File: config.mk
export PLATFORM = sky130hd
export DESIGN_NAME = iobus_bridge
export DESIGN_NICKNAME = d
export VERILOG_FILES = /design/src/rtl/se030_pkg.sv /design/src/rtl/mac_sync.sv /design/src/rtl/iobus_bridge.sv
export SDC_FILE = /design/constraint.sdc
export NUM_CORES = 1
export LEC_CHECK = 0
export ABC_AREA = 1
export CAP_MARGIN = 20
export CORE_MARGIN = 3
export CORE_UTILIZATION = 35
export DETAILED_ROUTE_END_ITERATION = 7
export PLACE_DENSITY = 0.56
export SYNTH_ARGS = -nofsm -noshare
export SYNTH_HDL_FRONTEND = slang
export SYNTH_HIERARCHICAL = 1
export SYNTH_SLANG_ARGS = --single-unit
File: constraint.sdc
create_clock -name FCLK -period 4.53 [get_ports FCLK]
set_clock_uncertainty 0.1 [all_clocks]
set_input_delay 0.6795 -clock FCLK [delete_from_list [all_inputs] [get_ports FCLK]]
set_output_delay 0.6795 -clock FCLK [all_outputs]
set_load 0.005 [all_outputs]
File: src/rtl/se030_pkg.sv
// se030_pkg -- shared types and defaults for the slow-bus I/O bridge.
//   bus_state_t : slow-bus cycle FSM states
//   req_t       : fast-bus request fields captured at cycle start
//   *_DEF       : default parameter values for iobus_bridge
//   LN_*        : lane index of each Mac input in the synchroniser array
package se030_pkg;

  typedef enum logic [2:0] {
    IDLE,
    S0,
    S2,
    ACK_WAIT,
    S_END,
    DONE
  } bus_state_t;

  typedef struct packed {
    logic rnw;
    logic uds_n;
    logic lds_n;
  } req_t;

  localparam int SYNC_STAGES_DEF = 2;
  localparam int TIMEOUT_DEF     = 64;
  localparam int TO_W_DEF        = 7;

  // Mac inputs are synchronised as one lane array.
  localparam int NUM_MAC_IN = 4;
  localparam int LN_C8M     = 0;
  localparam int LN_DTACK   = 1;
  localparam int LN_VPA     = 2;
  localparam int LN_BERR    = 3;

  // Reset level per lane: acks are active-low, so they idle high.
  localparam logic [NUM_MAC_IN-1:0] MAC_IN_RST = 4'b1110;

endpackage

File: src/rtl/mac_sync.sv
// mac_sync -- STAGES-deep synchroniser for one asynchronous Mac input,
// plus one-FCLK pulses on the synchronised rising and falling edges.
//   FCLK, Reset : fast clock, async active-high reset
//   d           : raw asynchronous input
//   q           : synchronised level
//   rise, fall  : single-cycle edge pulses of q
module mac_sync #(
  parameter int   STAGES  = 2,
  parameter logic RST_VAL = 1'b1
) (
  input  logic FCLK,
  input  logic Reset,
  input  logic d,
  output logic q,
  output logic rise,
  output logic fall
);

  // [STAGES-1:0] is the synchroniser chain; the top bit holds last cycle's q.
  logic [STAGES:0] sync_pipe;

  always_ff @(posedge FCLK or posedge Reset) begin
    if (Reset) sync_pipe <= {(STAGES+1){RST_VAL}};
    else       sync_pipe <= {sync_pipe[STAGES-1:0], d};
  end

  assign q    = sync_pipe[STAGES-1];
  assign rise =  sync_pipe[STAGES-1] & ~sync_pipe[STAGES];
  assign fall = ~sync_pipe[STAGES-1] &  sync_pipe[STAGES];

endmodule

File: src/rtl/iobus_bridge.sv
// iobus_bridge -- runs a 68000-style slow-bus cycle (S0..S7) paced by C8M
// for a fast-bus I/O access, then reports completion to the fast side.
//   FCLK, Reset            : fast clock, async active-high reset
//   ASActive, ASInactive   : fast strobe asserted / fully released
//   IOCS, RnW, nUDS, nLDS  : fast-bus access decode, direction, data strobes
//   C8M, nDTACKMac,
//   nVPAMac, nBERRMacIn    : raw slow-bus clock and acknowledges (async)
//   nASMac, nUDSMac,
//   nLDSMac, RnWMac        : slow-bus strobes and direction
//   nDoutOE                : low drives write data onto the slow bus
//   Ready, nBERRMac        : cycle done / bus error, held until ASInactive
//   IOBusy                 : FSM outside IDLE
module iobus_bridge
  import se030_pkg::*;
#(
  parameter int SYNC_STAGES = SYNC_STAGES_DEF,
  parameter int TIMEOUT     = TIMEOUT_DEF,
  parameter int TO_W        = TO_W_DEF
) (
  input  logic FCLK,
  input  logic Reset,
  input  logic ASActive,
  input  logic ASInactive,
  input  logic IOCS,
  input  logic RnW,
  input  logic nUDS,
  input  logic nLDS,
  input  logic C8M,
  input  logic nDTACKMac,
  input  logic nVPAMac,
  input  logic nBERRMacIn,
  output logic nASMac,
  output logic nUDSMac,
  output logic nLDSMac,
  output logic RnWMac,
  output logic nDoutOE,
  output logic Ready,
  output logic nBERRMac,
  output logic IOBusy
);

  logic [NUM_MAC_IN-1:0] mac_raw, mac_s, mac_r, mac_f;

  assign mac_raw = {nBERRMacIn, nVPAMac, nDTACKMac, C8M};

  for (genvar g = 0; g < NUM_MAC_IN; g++) begin : g_sync
    mac_sync #(
      .STAGES (SYNC_STAGES),
      .RST_VAL(MAC_IN_RST[g])
    ) u_sync (
      .FCLK (FCLK),
      .Reset(Reset),
      .d    (mac_raw[g]),
      .q    (mac_s[g]),
      .rise (mac_r[g]),
      .fall (mac_f[g])
    );
  end

  // Only C8M edges and ack levels are consumed.
  logic unused_sync;
  assign unused_sync = ^{mac_s[LN_C8M], mac_r[NUM_MAC_IN-1:1], mac_f[NUM_MAC_IN-1:1]};

  logic c8m_r, c8m_f, dtack_s, vpa_s, berr_s;
  assign c8m_r   = mac_r[LN_C8M];
  assign c8m_f   = mac_f[LN_C8M];
  assign dtack_s = mac_s[LN_DTACK];
  assign vpa_s   = mac_s[LN_VPA];
  assign berr_s  = mac_s[LN_BERR];

  bus_state_t      state;
  req_t            req;
  logic [TO_W-1:0] to_cnt;
  logic            berr_f;  // cycle ends in bus error
  logic            abort;   // CPU released the strobe mid-cycle

  always_ff @(posedge FCLK or posedge Reset) begin
    if (Reset) begin
      state    <= IDLE;
      req      <= '{rnw: 1'b1, uds_n: 1'b1, lds_n: 1'b1};
      to_cnt   <= '0;
      berr_f   <= 1'b0;
      abort    <= 1'b0;
      nASMac   <= 1'b1;
      nUDSMac  <= 1'b1;
      nLDSMac  <= 1'b1;
      RnWMac   <= 1'b1;
      nDoutOE  <= 1'b1;
      Ready    <= 1'b0;
      nBERRMac <= 1'b1;
      IOBusy   <= 1'b0;
    end else begin
      // An abort is remembered; the Mac cycle itself is never cut short.
      if ((state inside {S0, S2, ACK_WAIT, S_END}) && ASInactive) abort <= 1'b1;

      case (state)
        IDLE: begin
          if (ASActive && IOCS && !Ready) begin
            state  <= S0;
            req    <= '{rnw: RnW, uds_n: nUDS, lds_n: nLDS};
            RnWMac <= RnW;
            IOBusy <= 1'b1;
            abort  <= 1'b0;
            berr_f <= 1'b0;
          end
        end

        // Wait for a fresh C8M rise so the cycle starts phase-aligned.
        S0: begin
          if (c8m_r) begin
            state  <= S2;
            nASMac <= 1'b0;
            if (req.rnw) begin
              nUDSMac <= req.uds_n;
              nLDSMac <= req.lds_n;
            end else begin
              nDoutOE <= 1'b0;
            end
          end
        end

        // Write data strobes follow AS by half a C8M period.
        S2: begin
          if (c8m_f) begin
            state <= ACK_WAIT;
            if (!req.rnw) begin
              nUDSMac <= req.uds_n;
              nLDSMac <= req.lds_n;
            end
          end
        end

        ACK_WAIT: begin
          if (c8m_f) begin
            if (!berr_s) begin
              state  <= S_END;
              berr_f <= 1'b1;
              to_cnt <= '0;
            end else if (!dtack_s || !vpa_s) begin
              state  <= S_END;
              to_cnt <= '0;
            end else if (to_cnt == TO_W'(TIMEOUT - 1)) begin
              state  <= S_END;
              berr_f <= 1'b1;
              to_cnt <= '0;
            end else begin
              to_cnt <= to_cnt + 1'b1;
            end
          end
        end

        S_END: begin
          if (c8m_f) begin
            nASMac  <= 1'b1;
            nUDSMac <= 1'b1;
            nLDSMac <= 1'b1;
            nDoutOE <= 1'b1;
            if (abort || ASInactive) begin
              state  <= IDLE;
              RnWMac <= 1'b1;
              IOBusy <= 1'b0;
            end else begin
              state <= DONE;
              if (berr_f) nBERRMac <= 1'b0;
              else        Ready    <= 1'b1;
            end
          end
        end

        DONE: begin
          if (ASInactive) begin
            state    <= IDLE;
            Ready    <= 1'b0;
            nBERRMac <= 1'b1;
            RnWMac   <= 1'b1;
            IOBusy   <= 1'b0;
          end
        end

        default: state <= IDLE;
      endcase
    end
  end

endmodule

==> results.ini <==
[sta]
post-route-period-util_pct=46.2
fmax_mhz=478
tns_ns=0
worst_slew_pin_slew_ns=0.895
setup_viol=0
period_needed_ns=2.09
relSlewSlack_pct=40.3
final_max_slew_viol_count=0
hold_viol=0
rsz0062_at_grt=false

[critical_path]
crit_required_ns=3.75
crit_fanout=2
path_cells=clkdlybuf4s50_1
crit_family=flip-flops
crit_path_end_kind=output pin
rr_endpoint=state[0]
slowest_delay_ns=0.54
crit_buf_inv=1
startpoint=nASMac
slowest_stage=dfstp_2
arrival_ns=1.31
path_class=reg2out
r2r_start=g_sync[0].u_sync/sync_pipe[1]
r2r_cells=8
critPathLaunchType=register
reg2reg_slack_ns=2.72

[routing]
ant_nets=0
drtPass1Iterations=4
vias=1270
drt-initial-drc-count=66
drc_errors=0
wl_mm=3.17
via_per_inst=4.87
wl_per_cell_um=12.1

[finish]
area_delta_synth_final_pct=21.4
drive_gt1_share_pct=19.9
num_antenna_cells=0
fin_util_pct=45.9
fin_nets=223

[grt]
track_usage_pct=13.6
antenna_found_initial=0
grt_max_degree=24
overflow=0
grt_pass1_vias=1289
grt_pass1_wl_mm=5.50

[synthesis]
synthCells=185
syn_nets=198
netlist_area_um2=1580
ys.warnings.count=6
synth.avg_cell_area_um2=8.53

[power]
p_seq_share_pct=42.4
total_switching_power_mw=0.386
p_int_mw=0.671
combPwrFrac_pct=36.6
p_leak_nw=0.922
p_per_area_nw_per_um2=552
pwr-share-clk_pct=21.1
peakVddDrop_uv=211
swShare_pct=36.5

[outcome]
status=completed

[cts]
cts_resized=0
clk_latency_ns=0.28
h-tree-depth=2
cts.hold.buffers_added=0
cts.sinks=32
cts_setup_buffers=0
clockRootBuffer=clkbuf_8
cts_buffer_depth=2
cts_made_buffers=5
cts.clk_slew.worst_paths_ns=0.06
cts_tree=built

[placement]
dp.final_hpwl_mm=2.38
place_congestion=0.919
portBuffers=19

[worst_hold_path]
hold_path.class=reg2reg
holdPathEnd=g_sync[0].u_sync/sync_pipe[1]
hold_depth=0
min_from=g_sync[0].u_sync/sync_pipe[0]

[die]
fp-row-count=23
die_x_um=73.1
die_y_um=73.1
initial_utilization_pct=37.8
coreArea_um2=4170
pin_count=20
die-area_um2=5350

[flow_run]
cap_violations=0

==> power groups by stage <==
stage	Combinational [mW]	Clock, mW	Sequential, mW
global placement	0.380	0	0.448
detailed placement	0.390	0	0.453
finish	0.387	0.223	0.448
floorplan	0.282	0	0.428
global route	0.442	0.244	0.459
CTS	0.391	0.231	0.449
==> state kept, by name, summed over array words and instances, names as in the netlist <==
signal,flops
Ready,1
nDoutOE,1
req,3
nLDSMac,1
nUDSMac,1
IOBusy,1
berr_f,1
g_sync.u_sync/sync_pipe,9
state,3
RnWMac,1
to_cnt,7
nASMac,1
nBERRMac,1
abort,1
==> worst max path at each step <==
stage          slack [ns]        end  depth (start not counted)
2_1_floorplan        3.05   state[1]                          7
6_report             2.44     nASMac                          1
5_1_grt              2.39     nASMac                          1
4_1_cts              2.41     nASMac                          1
3_3_place_gp         2.51  to_cnt[3]                          2
3_5_place_dp         2.47   state[0]                          2
==> cell usage in the layout (no fill, tap or decap) <==
cell / count
nor4_2: 1
nand2_4: 1
nand3_1: 9
o21ai_1: 3
clkbuf_8: 6
a211oi_1: 1
inv_1: 24
nand2_1: 42
nand4_1: 7
ha_1: 1
clkdlybuf4s50_1: 19
nand2_2: 3
mux2i_1: 1
nor2_4: 5
o21ai_0: 10
o22ai_1: 1
nand3_4: 1
nand3_2: 3
nor2_1: 21
clkinv_1: 1
inv_2: 5
nor2_2: 2
a21oi_1: 8
o211ai_1: 1
clkbuf_1: 2
dfstp_2: 15
o21bai_1: 1
dfrtp_1: 17
==> per-layer routing <==
| layer | GRT usage, % | routed length [um] |
|---|---|---|
| met4 | 5.94 | 89 |
| met3 | 5.10 | 192 |
| met5 | 0 | 0 |
| met2 | 20.8 | 1390 |
| met1 | 17.0 | 1500 |
==> through the flow <==
stage / instance area [um^2] / instances / setup WS (ns) / hold WS (ns) / power (mW)
global route: 1920 / 261 / 2.39 / 0.258 / 1.14
floorplan: 1580 / 185 / 3.05 / 0.231 / 0.710
CTS: 1920 / 261 / 2.41 / 0.256 / 1.07
global placement: 1830 / 253 / 2.51 / 0.237 / 0.827
detailed placement: 1830 / 253 / 2.47 / 0.241 / 0.843
finish: 1920 / 261 / 2.44 / 0.251 / 1.06
==> final cells by class <==
cell class,count,area [um^2]
inverters,30,113
flip-flops and latches,32,820
fillers,412,2260
well taps,50,62.6
clock buffers,8,90.1
multi-input cells,122,641
repair buffers,19,190
No activity file was read; power rests on OpenSTA's default activity.
